--- src/rtl/sprite_ram_loader.sv ---
// sprite_ram_loader: packs an R,G,B byte stream into 24-bit pixels written sequentially to a sprite RAM.
// Optional trailing checksum byte verification when SPRITE_LOADER_CHECKSUM_EN is defined.
module sprite_ram_loader #(
  parameter int DEPTH     = 256,
  parameter int ADDR_W    = 8,
  parameter int BASE_ADDR = 0
) (
  input  logic              Clk,
  input  logic              Reset_n,
  input  logic              start,
  input  logic              byte_valid,
  input  logic [7:0]        byte_in,
  output logic              byte_ready,
  output logic              we,
  output logic [ADDR_W-1:0] write_address,
  output logic [23:0]       data_In,
  output logic              busy,
  output logic              done,
  output logic              error
);
  localparam int CNT_W = DEPTH > 1 ? $clog2(DEPTH) : 1;
  localparam logic [ADDR_W-1:0] BASE = ADDR_W'(BASE_ADDR);
  localparam logic [CNT_W-1:0] LAST = CNT_W'(DEPTH - 1);
  typedef enum logic [2:0] {
    IDLE, GET_R, GET_G, GET_B, WRITE, FINISH
`ifdef SPRITE_LOADER_CHECKSUM_EN
    , CHECK
`endif
  } state_t;
  state_t state_q, state_d;
  logic [CNT_W-1:0] cnt_q, cnt_d;
  logic [ADDR_W-1:0] addr_q, addr_d;
  logic [23:0] data_q, data_d;
  logic error_q, error_d, byte_ready_q, byte_ready_d, we_q, we_d, busy_q, busy_d, done_q, done_d;
  logic xfer;
  assign xfer = byte_valid && byte_ready_q;
`ifdef SPRITE_LOADER_CHECKSUM_EN
  logic [7:0] sum_q, sum_d;
  assign sum_d = (state_q == IDLE && start) ? 8'd0 :
                 (xfer && state_q != CHECK) ? sum_q + byte_in : sum_q;
  always_ff @(posedge Clk or negedge Reset_n)
    if (!Reset_n) sum_q <= '0;
    else sum_q <= sum_d;
`endif
  always_comb begin
    state_d = state_q;
    cnt_d   = cnt_q;
    addr_d  = addr_q;
    data_d  = data_q;
    error_d = error_q;
    case (state_q)
      IDLE: if (start) begin
        state_d = GET_R;
        cnt_d   = '0;
        addr_d  = BASE;
        error_d = 1'b0;
      end
      GET_R: if (xfer) begin
        data_d[23:16] = byte_in;
        state_d = GET_G;
      end
      GET_G: if (xfer) begin
        data_d[15:8] = byte_in;
        state_d = GET_B;
      end
      GET_B: if (xfer) begin
        data_d[7:0] = byte_in;
        state_d = WRITE;
      end
      WRITE: if (cnt_q == LAST) begin
`ifdef SPRITE_LOADER_CHECKSUM_EN
        state_d = CHECK;
`else
        state_d = FINISH;
`endif
      end else begin
        cnt_d   = cnt_q + CNT_W'(1);
        addr_d  = addr_q + ADDR_W'(1);
        state_d = GET_R;
      end
`ifdef SPRITE_LOADER_CHECKSUM_EN
      CHECK: if (xfer) begin
        error_d = error_q | (byte_in != sum_q);
        state_d = FINISH;
      end
`endif
      FINISH: state_d = IDLE;
      default: state_d = IDLE;
    endcase
    if (start && state_q != IDLE) error_d = 1'b1;
    // Outputs are registered from the next state so they line up with it.
`ifdef SPRITE_LOADER_CHECKSUM_EN
    byte_ready_d = state_d inside {GET_R, GET_G, GET_B, CHECK};
`else
    byte_ready_d = state_d inside {GET_R, GET_G, GET_B};
`endif
    we_d   = state_d == WRITE;
    busy_d = state_d != IDLE;
    done_d = state_d == FINISH;
  end
  always_ff @(posedge Clk or negedge Reset_n)
    if (!Reset_n) begin
      state_q      <= IDLE;
      cnt_q        <= '0;
      addr_q       <= BASE;
      data_q       <= '0;
      error_q      <= 1'b0;
      byte_ready_q <= 1'b0;
      we_q         <= 1'b0;
      busy_q       <= 1'b0;
      done_q       <= 1'b0;
    end else begin
      state_q      <= state_d;
      cnt_q        <= cnt_d;
      addr_q       <= addr_d;
      data_q       <= data_d;
      error_q      <= error_d;
      byte_ready_q <= byte_ready_d;
      we_q         <= we_d;
      busy_q       <= busy_d;
      done_q       <= done_d;
    end
  assign byte_ready    = byte_ready_q;
  assign we            = we_q;
  assign write_address = addr_q;
  assign data_In       = data_q;
  assign busy          = busy_q;
  assign done          = done_q;
  assign error         = error_q;
endmodule

--- config.mk ---
export PLATFORM = sky130hd
export DESIGN_NAME = sprite_ram_loader
export DESIGN_NICKNAME = d
export VERILOG_FILES = /design/src/rtl/sprite_ram_loader.sv
export SDC_FILE = /design/constraint.sdc
export NUM_CORES = 1
export LEC_CHECK = 0
export CAP_MARGIN = 20
export CORE_MARGIN = 3
export CORE_UTILIZATION = 49
export DETAILED_ROUTE_END_ITERATION = 8
export HOLD_SLACK_MARGIN = 0.02
export PLACE_DENSITY = 0.85
export SLEW_MARGIN = 20
export SYNTH_ARGS = -nofsm -noshare
export SYNTH_HDL_FRONTEND = slang
export SYNTH_SLANG_ARGS = --single-unit
--- constraint.sdc ---
create_clock -name Clk -period 1.95 [get_ports Clk]
set_clock_uncertainty 0.05 [all_clocks]
set_input_delay 0.585 -clock Clk [delete_from_list [all_inputs] [get_ports Clk]]
set_output_delay 0.585 -clock Clk [all_outputs]
set_load 0.03 [all_outputs]
### Word-level counts from Yosys, hierarchy flattened

Index checks and enable logic that the tools add are counted.

| storage, ports and cells | value |
|---|---|
| flip-flop bits (word level) | 48 |
| bits of input ports | 12 |
| output and inout bits | 37 |
| word-level logic and storage cells | 53 |

| cells by class | value |
|---|---|
| add/sub/neg operators | 2 |
| equal/unequal tests | 12 |
| multiplexer cells | 14 |
| reduce and logical (&&, ||, !) cells | 14 |

Operators by type and width:

| operator | count |
|---|---|
| $pmux W8 S2 | 2 |
| $mux W8 | 3 |
| $add A8 B1 Y8 const B | 2 |
| $mux W3 | 5 |
| $pmux W3 S5 | 1 |
| $eq A3 B2 Y1 const B | 4 |
| $eq A3 B3 Y1 const B | 3 |
| $reduce_bool A3 Y1 | 3 |
| $eq A8 B8 Y1 const B | 1 |
| $reduce_and A2 Y1 | 4 |
| $eq A3 B1 Y1 const B | 2 |
| $reduce_bool A2 Y1 | 3 |
| $ne A2 B2 Y1 const B | 2 |
| $logic_not A3 Y1 | 1 |
| $mux W1 | 3 |
| $reduce_and A3 Y1 | 1 |
| $logic_and A1 B1 Y1 | 2 |

### Logic depth before layout (Yosys ltp)

Gate-level depths: netlist (run 1).

| depth | value |
|---|---|
| word-level depth | 5 |
| mapped depth | 6 |

### Worst setup path before layout (run 1)

Ideal clock, no wire load.

| path | value |
|---|---|
| path kind | reg2reg |
| from | reg state_q[1] |
| to | reg addr_q[0] (netlist: write_address[0]) |
| library setup time | 0.139 ns |
| data arrival time | 1.482 ns |
| data required time | 1.761 ns |
| setup slack | 0.279 ns |
| cell stages (with the launch flop) | 7 |
| buffers on the path | 2 |
| clock period less this slack | 1.671 ns |
| path through | dfrtp_1 > buf_6 > or2_2 > or3b_1 > buf_2 > nand3_1 > o21ai_0 |

| between the ends | value |
|---|---|
| cells in the longest elaborated chain, start to end | 3 |

RTL lines:

| item | RTL line | text |
|---|---|---|
| from (decl) | 30 | `state_t state_q, state_d;` |
| from (signal assigned) | 113 | `state_q <= state_d;` |
| $eq A3 B3 Y1 / $logic_not A3 Y1 (equally long branches) | 51 | `case (state_q)` |
| $ne A2 B2 Y1 (no source line) / $reduce_bool A2 Y1 (equally long branches) | -- |  |
| $reduce_and A3 Y1 (no source line) | -- |  |
| to (signal assigned) | 115 | `addr_q <= addr_d;` |
| to (decl) | 32 | `logic [ADDR_W-1:0] addr_q, addr_d;` |

Several ways; a longest one is shown, not always the timed one.
A chain may end at the register's enable or synchronous reset.

### Worst setup path in the final report (run 1)

| path | value |
|---|---|
| from | in byte_valid |
| to | reg data_q[22] (netlist: data_In[22]) |

| between the ends | value |
|---|---|
| cells in the longest elaborated chain, start to end | 2 |

RTL lines:

| item | RTL line | text |
|---|---|---|
| from (decl) | 11 | `input logic byte_valid,` |
| $logic_and A1 B1 Y1 | 36 | `assign xfer = byte_valid && byte_ready_q;` |
| $reduce_and A2 Y1 (no source line) | -- |  |
| to (signal assigned) | 116 | `data_q <= data_d;` |
| to (decl) | 33 | `logic [23:0] data_q, data_d;` |

No other way between the ends.

==> results.sh, run 1 <==
export IMPL_run_status="finished clean"
export IMPL_htree_levels=2
export IMPL_yosys_warnings=0
export IMPL_floorplan_io_pins=49
export IMPL_fp_dieH_um=71.26
export IMPL_fin_area_mm2=0.002804
export IMPL_timing_max_cap_violations=0
export IMPL_last_weighted_congestion_value_of_the_routability_driven_placer=0.7481
export IMPL_pwr_density_cell_mw_per_mm2=1411
export IMPL_grt_util_all_layers=0.1877
export IMPL_iteration_0_drc_markers=32
export IMPL_area_delta_synth_final_pct=34.35
export IMPL_hold_slack_ns=0.1789
export IMPL_slowest_cell_on_the_critical_path="clkdlybuf4s50_1"
export IMPL_first_global_vias=1592
export IMPL_clock_insertion_delay_worst_skew_ns=0.30
export IMPL_number_of_antenna_violations_at_the_first_check_in_global_routing=0
export IMPL_n_antenna_cell=0
export IMPL_design_final_nets=250
export IMPL_placeableCoreArea_mm2=0.004058
export IMPL_post_route_min_period_ns=1.839
export IMPL_cts_root_buffer_cell="clkbuf_8"
export IMPL_data_required_time_of_the_worst_path_ns=2.09
export IMPL_cts_num_sinks=48
export IMPL_detail_route_wirelength_um=4315
export IMPL_grt_max_degree=30
export IMPL_final_clock_period_utilization_by_the_worst_path=0.9429
export IMPL_ant_nets=0
export IMPL_worstMarginPinSlew_ns=0.4758
export IMPL_timing_critical_path_cells="clkdlybuf4s50_1 > and3b_1 > nand2_1 > nor2_2 > buf_12 > mux2_2"
export IMPL_yosys_register_bits=48
export IMPL_syn_nets=185
export IMPL_maxClockFrequency_ghz=0.5439
export IMPL_clkTransAtPathRegs_ns=0.09
export IMPL_synth_cells=171
export IMPL_post_drt_via_cell_ratio=5.283
export IMPL_setup_viol=0
export IMPL_number_of_flops_mapped_to_enable_cells_by_yosys=0
export IMPL_setup_reg_to_reg_worst_slack_ns=0.24
export IMPL_cp_start_kind="primary input"
export IMPL_fin_cells=286
export IMPL_ir_worst_vdd_uv=934.9
export IMPL_final_hold_violation_count=0
export IMPL_synth_area_per_cell_um2=12.20
export IMPL_finalMaxSlewViolations=0
export IMPL_via_count=1511
export IMPL_seq_area_frac_synth=0.5755
export IMPL_worst_path_max_fanout=8
export IMPL_worst_path_largest_cell_delay_ns=0.48
export IMPL_dp_cells=279
export IMPL_relSlewSlack=0.6828
export IMPL_io_buffer_count=48
export IMPL_drt_drc_violations_left=0
export IMPL_start_util=0.5143
export IMPL_detailedRoute_firstPassIterationCount=4
export IMPL_hp_class="primary input to async pin"
export IMPL_endpoint_kind="flop"
export IMPL_syn_area_mm2=0.002087
export IMPL_grt_first_pass_wirelength_um=7562
export IMPL_grt_ovfl_total=0
export IMPL_wl_per_cell_um=15.09
export IMPL_mostFrequentLayoutCell="dfrtp_1"
export IMPL_number_of_buffers_on_the_longest_clock_path=2
export IMPL_crit_type="primary input to flop"
export IMPL_die_area_mm2=0.005078
export IMPL_synth_main_ff_cell="dfrtp_1"
export IMPL_synthDistinctLibCells=36
export IMPL_async_reset_ff_frac=1.000
export IMPL_mostFrequentLayoutCells="dfrtp_1 (48), dlygate4sd2_1 (35), mux2_2 (24), nand2_1 (16), buf_4 (11)"
export IMPL_grt_setup_unrepaired="false"
export IMPL_cts_made_buffers=5
export IMPL_arrival_ns=1.98
export IMPL_die_width_um=71.26
export IMPL_tritoncts_clock_tree="done"
export IMPL_number_of_hold_buffers_added_after_cts=0
export IMPL_placed_cell_area_mm2=0.002756
export IMPL_std_cell_rows=23
export IMPL_leakage_power_nw=1.346
export IMPL_drive_gt1_frac=0.2373
export IMPL_dp_hpwl_um=3240
## synthesized netlist by cell type (3+ instances only)
cell	number	share of area
nand3_1	8	0.019
o211ai_1	3	0.011
nor3_1	5	0.012
o21ai_0	6	0.014
xor2_1	6	0.025
a21oi_1	5	0.012
mux2i_1	4	0.019
dfrtp_1	48	0.58
and3_1	4	0.012
mux2_2	24	0.13
nor2_1	10	0.018
nand2_1	16	0.029
## what timing repair did
action	in CTS	in global routing
endpoints found under the setup margin	35	3
pin swaps	0	0
gates resized for setup	35	3
hold endpoints to repair	0	0
setup buffers	0	0
## metrics by stage
stage | TNS (ns) | utilization | worst slack (ns) | total power, mW
after floorplan | 0 | - | 0.2786 | 2.736
after global placement | -3.425 | 0.6793 | -0.1830 | 3.594
after detailed placement | -3.862 | 0.6793 | -0.2027 | 3.641
after CTS | 0 | 0.6886 | 0.01997 | 3.995
after global routing | 0 | 0.6910 | 0.03265 | 4.184
final | 0 | 0.6910 | 0.1113 | 3.955
## sequential cells by signal, indices dropped and copies added, names as in the netlist
name,count
error,1
we,1
byte_ready,1
write_address,8
state_q,3
data_In,24
done,1
busy,1
cnt_q,8
## cell type report
| type | count | area, um^2 |
|---|---|---|
| Clock buffer | 5 | 68.82 |
| Clock inverter | 2 | 12.51 |
| Inverter | 2 | 7.507 |
| Timing Repair Buffer | 63 | 599.3 |
| Sequential cell | 48 | 1201 |
| Fill cell | 305 | 1254 |
| Tap cell | 50 | 62.56 |
| Multi-Input combinational cell | 116 | 852.1 |
## cell families (layout without fill, tap and decap cells)
| kind of cell | Yosys count | after routing | synth area share |
|---|---|---|---|
| fa+ha+maj | 2 | 2 | 0.01199 |
| mux | 28 | 28 | 0.1487 |
| xor+xnor | 6 | 6 | 0.02518 |
| simple gates | 58 | 58 | 0.1499 |
| flops | 48 | 48 | 0.5755 |
| buf+inv | 7 | 72 | 0.01859 |
| compound gates | 22 | 22 | 0.07014 |
## worst max-delay path, delay by kind of cell
kind | cells | cell delay, ns
and+or+nand+nor | 3 | 0.44
buffers and inverters | 2 | 0.62
muxes | 1 | 0.33
## layer usage
| layer | track usage | share of wire |
|---|---|---|
| met2 | 0.3163 | 0.50 |
| met3 | 0.04208 | 0.035 |
| met1 | 0.2432 | 0.45 |
| met5 | 0 | 0 |
| met4 | 0.05637 | 0.013 |
## worst paths after layout
| check | start | to | cells after the start |
|---|---|---|---|
| min in group Clk | write_address[7] | write_address[7] | 1 |
| hold / removal | Reset_n | data_In[0] | 1 |
| hold reg to reg | write_address[7] | write_address[7] | 1 |
| setup reg to reg | state_q[0] | cnt_q[1] | 4 |
| max in group asynchronous | Reset_n | cnt_q[4] | 2 |
| setup / recovery | byte_valid | data_In[22] | 6 |
## report_power, final
group          switching (mW)  leakage, nW  internal [mW]
Sequential              0.192        0.605           1.33
Clock                   0.321       0.0400          0.243
Combinational            1.10        0.701          0.776
Total                    1.61         1.35           2.35
Power figures use the tool's default switching activity.
==> inputs of run 2 (changes only) <==
clock period = 1.7 ns   (was 1.95 ns; I/O delays follow)
==> run 2 against run 1 <==
  * Count of clock-buffer cells in the layout unchanged
  * Final cell count grew 7.7%
  * Die area unchanged
  * Combinational power increased by 28%
  * Cell area increased by 8.5%
  * Wire length grew 16%
  * Setup slack got worse by 0.10 ns
  * Power rose by 29%
  * First-iteration DRC count rose by 130%
  * Largest cell class unchanged
  * Largest power group unchanged
  * Highest routed layer unchanged
==> results.sh, run 2 (same netlist as run 1, synthesis figures left out) <==
export IMPL_fp_dieH_um=71.26
export IMPL_relSlewSlack=0.7470
export IMPL_timing_max_cap_violations=0
export IMPL_start_util=0.5143
export IMPL_maxClockFrequency_ghz=0.5914
export IMPL_combinationalPowerShare=0.468
export IMPL_largest_register_ffs=24
export IMPL_clkTransAtPathRegs_ns=0.09
export IMPL_clockPowerShare=0.193
export IMPL_floorplan_io_pins=49
export IMPL_grt_first_pass_wirelength_um=8059
export IMPL_design_final_nets=271
export IMPL_drive_gt1_frac=0.3450
export IMPL_power_total_mw=5.104
export IMPL_post_route_min_period_ns=1.691
export IMPL_number_of_antenna_violations_at_the_first_check_in_global_routing=0
export IMPL_grt_ovfl_total=0
export IMPL_cts_made_buffers=5
export IMPL_wl_per_cell_um=16.28
export IMPL_die_width_um=71.26
export IMPL_detailedPlace_worstSlack_ns=-0.4192
export IMPL_crit_type="flop to flop"
export IMPL_mostFrequentLayoutCell="dfrtp_1"
export IMPL_final_clock_period_utilization_by_the_worst_path=0.9947
export IMPL_iteration_0_drc_markers=74
export IMPL_pwr_density_cell_mw_per_mm2=1677
export IMPL_first_global_vias=1649
export IMPL_post_drt_via_cell_ratio=5.260
export IMPL_std_cell_rows=23
export IMPL_clock_insertion_delay_worst_skew_ns=0.30
export IMPL_tritoncts_clock_tree="done"
export IMPL_placeableCoreArea_mm2=0.004058
export IMPL_final_setup_worst_slack_ns=0.008984
export IMPL_die_area_mm2=0.005078
export IMPL_p_switching_mw=1.952
export IMPL_worst_path_max_fanout=6
export IMPL_drt_drc_violations_left=0
export IMPL_via_count=1620
export IMPL_ir_worst_vdd_uv=1157
export IMPL_cts_num_sinks=48
export IMPL_finalMaxSlewViolations=0
export IMPL_grt_util_all_layers=0.2087
export IMPL_endpoint_kind="flop"
export IMPL_cp_start_kind="flop"
export IMPL_dp_hpwl_um=3343
export IMPL_mostFrequentLayoutCells="dfrtp_1 (47), dlygate4sd2_1 (31), buf_4 (29), mux2_2 (24), nand2_1 (16)"
export IMPL_data_required_time_of_the_worst_path_ns=1.87
export IMPL_setup_viol=0
export IMPL_detailedRoute_firstPassIterationCount=4
export IMPL_final_hold_violation_count=0
export IMPL_grt_setup_unrepaired="true"
export IMPL_detail_route_wirelength_um=5015
export IMPL_ant_nets=0
export IMPL_n_antenna_cell=0
export IMPL_power_internal_mw=3.153
export IMPL_leakage_power_nw=1.442
export IMPL_run_status="finished clean"
export IMPL_fin_cells=308
export IMPL_io_buffer_count=48
export IMPL_number_of_hold_buffers_added_after_cts=0
export IMPL_hp_class="primary input to async pin"
export IMPL_htree_levels=2
export IMPL_worstMarginPinSlew_ns=0.3767
export IMPL_seq_power_share=0.339
export IMPL_last_weighted_congestion_value_of_the_routability_driven_placer=0.7839
export IMPL_arrival_ns=1.86
export IMPL_grt_max_degree=49
export IMPL_power_switching_fraction=0.3824
export IMPL_dp_cells=293
export IMPL_number_of_buffers_on_the_longest_clock_path=2
export IMPL_area_delta_synth_final_pct=45.80
export IMPL_cts_root_buffer_cell="clkbuf_8"
## run 2: cell count changes in the layout (fill, tap and decap cells not counted), sizes merged
cell           previous run  this run
clkinvlp                  1         0
buf                      16        37
dlygate4sd2              35        31
dlymetal6s2s              2         0
inv                       2         3
clkbuf                    5         8
bufinv                    0         2
clkinv                    1         0
clkdlybuf4s15             0         4
clkdlybuf4s50            10         9
## run 2: worst paths after layout
kind,start,slack [ns],to,cells after the start
max in group asynchronous,Reset_n,1.25,state_q[1],2
setup / recovery,cnt_q[4],0.009,write_address[1],6
hold / removal,Reset_n,0.12,data_In[12],2
min in group Clk,write_address[7],0.44,write_address[7],1
hold reg to reg,write_address[7],0.44,write_address[7],1
setup reg to reg,cnt_q[4],0.009,write_address[1],6
## run 2: timing repair
action                                  CTS  global route
cloned                                    0             0
resized for setup                        43            23
setup buffers                             2             5
pin swaps                                 4            10
endpoints found under the setup margin   66            20
## run 2: stage by stage
stage / util / area (um^2) / TNS (ns) / hold slack, ns
5_1_grt: 0.7499 / 3043 / -0.3895 / 0.1183
2_1_floorplan: - / 2087 / 0 / 0.1644
3_5_place_dp: 0.7021 / 2849 / -11.26 / 0.4184
4_1_cts: 0.7305 / 2964 / 0 / 0.1229
3_3_place_gp: 0.7021 / 2849 / -10.25 / 0.4203
6_report: 0.7499 / 3043 / 0 / 0.1199
## run 2: worst max-delay path, stage by stage (launching register included)
cell     delay (ns)
dfrtp_1        0.42
nand4_1        0.27
buf_4          0.26
o21ai_2        0.22
buf_4          0.19
nand3_2        0.09
o21ai_1        0.11
## run 2: final cells by class
type                            instances  area [um^2]
Fill cell                             267         1015
Clock inverter                          3        68.82
Timing Repair Buffer                   84        744.5
Tap cell                               50        62.56
Inverter                                2        7.507
Sequential cell                        48         1202
Multi-Input combinational cell        116        888.4
Clock buffer                            5        68.82
## run 2: power by group through the flow
stage          clock network, mW  logic, mW  registers (mW)
3_5_place_dp                   0       2.52            1.76
3_3_place_gp                   0       2.46            1.74
6_report                   0.985       2.39            1.73
5_1_grt                     1.06       2.53            1.77
4_1_cts                     1.00       2.31            1.73
2_1_floorplan                  0      0.727            2.41
## run 2: routing by layer
metal | vias to the layer above | global-route usage | routed length [um]
li1 | 779 | - | -
met1 | 786 | 0.2632 | 2171
met2 | 45 | 0.3367 | 2523
met3 | 10 | 0.05189 | 205
met4 | 0 | 0.1002 | 114
met5 | - | 0 | 0
==> inputs of run 3 (changes only) <==
CORE_ASPECT_RATIO = 1.75   (was default)
CORE_UTILIZATION = 50   (was 49)
CTS_BUF_LIST = sky130_fd_sc_hd__clkbuf_16   (was default)
PLACE_DENSITY = 0.86   (was 0.85)
clock period = 2.05 ns   (was 1.7 ns; I/O delays follow)
==> run 3 against run 2 <==
  * Critical path depth fell by 5
  * Power fell by 18%
  * Count of clock-buffer cells in the layout did not move
  * Final cell count fell by 8.1%
  * Combinational power fell by 20%
  * Register-to-register slack improved by 0.14 ns
  * Cell area fell by 6.0%
  * Sequential power fell by 14%
  * Largest cell class unchanged
  * Setup slack improved by 0.032 ns
  * Flip-flop and latch count did not move
  * Clock power fell by 21%
  * Die area fell by 1.2%
==> results.sh, run 3 (same netlist as run 1, synthesis figures left out) <==
export IMPL_first_global_vias=1668
export IMPL_ir_worst_vdd_uv=948.1
export IMPL_via_count=1550
export IMPL_cts_post_setup_buffers_inserted=0
export IMPL_iteration_0_drc_markers=18
export IMPL_slowest_cell_on_the_critical_path="clkdlybuf4s50_1"
export IMPL_drt_drc_violations_left=0
export IMPL_io_buffer_count=48
export IMPL_clkTransAtPathRegs_ns=0.06
export IMPL_ant_nets=0
export IMPL_cp_start_kind="flop"
export IMPL_cts_root_buffer_cell="clkbuf_16"
export IMPL_grt_setup_unrepaired="false"
export IMPL_final_hold_violation_count=0
export IMPL_mostFrequentLayoutCell="dfrtp_1"
export IMPL_timing_max_cap_violations=0
export IMPL_data_required_time_of_the_worst_path_ns=1.38
export IMPL_nFillCells=283
export IMPL_std_cell_rows=30
export IMPL_tritoncts_clock_tree="done"
export IMPL_detailedRoute_firstPassIterationCount=4
export IMPL_pwr_density_cell_mw_per_mm2=1457
export IMPL_drive_gt1_frac=0.2255
export IMPL_dp_hpwl_um=3471
export IMPL_leakage_power_nw=1.343
export IMPL_finalMaxSlewViolations=0
export IMPL_die_width_um=54.84
export IMPL_worstMarginPinSlew_ns=0.4446
export IMPL_timing_critical_path_cells="clkdlybuf4s50_1"
export IMPL_grt_first_pass_wirelength_um=7928
export IMPL_cts_made_buffers=5
export IMPL_endpoint_kind="output port"
export IMPL_number_of_buffers_on_the_longest_clock_path=2
export IMPL_arrival_ns=1.34
export IMPL_n_antenna_cell=0
export IMPL_grt_ovfl_total=0
export IMPL_number_of_antenna_violations_at_the_first_check_in_global_routing=0
export IMPL_floorplan_io_pins=49
export IMPL_detailedPlace_worstSlack_ns=-0.1954
export IMPL_cts_num_sinks=48
export IMPL_mostFrequentLayoutCells="dfrtp_1 (48), clkdlybuf4s50_1 (39), mux2_2 (24), nand2_1 (16), buf_4 (11)"
export IMPL_htree_levels=2
export IMPL_post_route_min_period_ns=2.009
export IMPL_worst_path_largest_cell_delay_ns=0.69
export IMPL_timing_critical_path_max_delay_family="buffers and inverters"
export IMPL_placeableCoreArea_mm2=0.003941
export IMPL_grt_max_degree=31
export IMPL_grt_util_all_layers=0.2196
export IMPL_area_delta_synth_final_pct=37.11
export IMPL_relSlewSlack=0.7036
export IMPL_die_area_mm2=0.005015
export IMPL_layout_core_utilization=0.7260
export IMPL_final_setup_worst_slack_ns=0.04082
export IMPL_final_clock_period_utilization_by_the_worst_path=0.9801
export IMPL_largest_register_ffs=24
export IMPL_run_status="finished clean"
export IMPL_fp_dieH_um=91.47
export IMPL_worst_path_max_fanout=2
export IMPL_critPathBufInv=1
export IMPL_last_weighted_congestion_value_of_the_routability_driven_placer=0.8426
export IMPL_start_util=0.5295
export IMPL_maxClockFrequency_ghz=0.4977
export IMPL_setup_viol=0
export IMPL_detail_route_wirelength_um=4661
export IMPL_crit_type="flop to output port"
export IMPL_wl_per_cell_um=16.47
export IMPL_clock_insertion_delay_worst_skew_ns=0.28
export IMPL_post_drt_via_cell_ratio=5.477
export IMPL_hp_class="primary input to async pin"
export IMPL_design_final_nets=248
==> run 3: worst paths after layout <==
check                           cells after the start              from                to  slack [ns]
worst max register to register                      4        state_q[1]  write_address[1]        0.15
worst min register to register                      1  write_address[7]  write_address[7]        0.43
max in group asynchronous                           2           Reset_n  write_address[2]        1.22
worst max-delay path                                1       data_In[20]       data_In[20]        0.04
min in group Clk                                    1  write_address[7]  write_address[7]        0.43
worst min-delay path                                1           Reset_n       data_In[17]        0.22
==> run 3: cell type report <==
cell class	instances	area [um^2]	share of cell area
clock buffers	5	125.1	0.04373
clock inverters	3	13.76	0.004810
inverters	2	7.507	0.002624
multi-input cells	116	847.1	0.2960
flip-flops and latches	48	1201	0.4198
well taps	48	60.06	0.02099
repair buffers	61	606.8	0.2121
==> run 3: per-stage QoR <==
stage | instance area, um^2 | std cells | TNS, ns | hold slack, ns | power, mW
4_1_cts | 2849 | 283 | 0 | 0.2349 | 4.207
2_1_floorplan | 2087 | 171 | 0 | 0.2694 | 2.602
3_5_place_dp | 2714 | 275 | -3.302 | 0.4291 | 3.420
5_1_grt | 2861 | 283 | 0 | 0.2392 | 4.373
3_3_place_gp | 2714 | 275 | -1.619 | 0.4177 | 3.371
6_report | 2861 | 283 | 0 | 0.2179 | 4.168
==> run 3: power breakdown <==
group          internal (mW)  switching, mW  total (mW)
clock network          0.443          0.332       0.775
logic                  0.878           1.03        1.91
registers               1.27          0.220        1.49
total                   2.59           1.58        4.17
==> run 3: what timing repair did <==
action | in CTS | in global routing
cloned | 0 | 0
endpoints found under the hold margin | 0 | 0
hold buffers | 0 | 0
gates resized for setup | 3 | 5
endpoints found under the setup margin | 3 | 5
==> run 3: routing by layer <==
metal	part of all wire	vias up	global-route usage
met4	0.023	0	0.08940
met2	0.55	48	0.3725
li1	-	732	-
met1	0.37	760	0.2423
met3	0.057	10	0.06240
met5	0	-	0
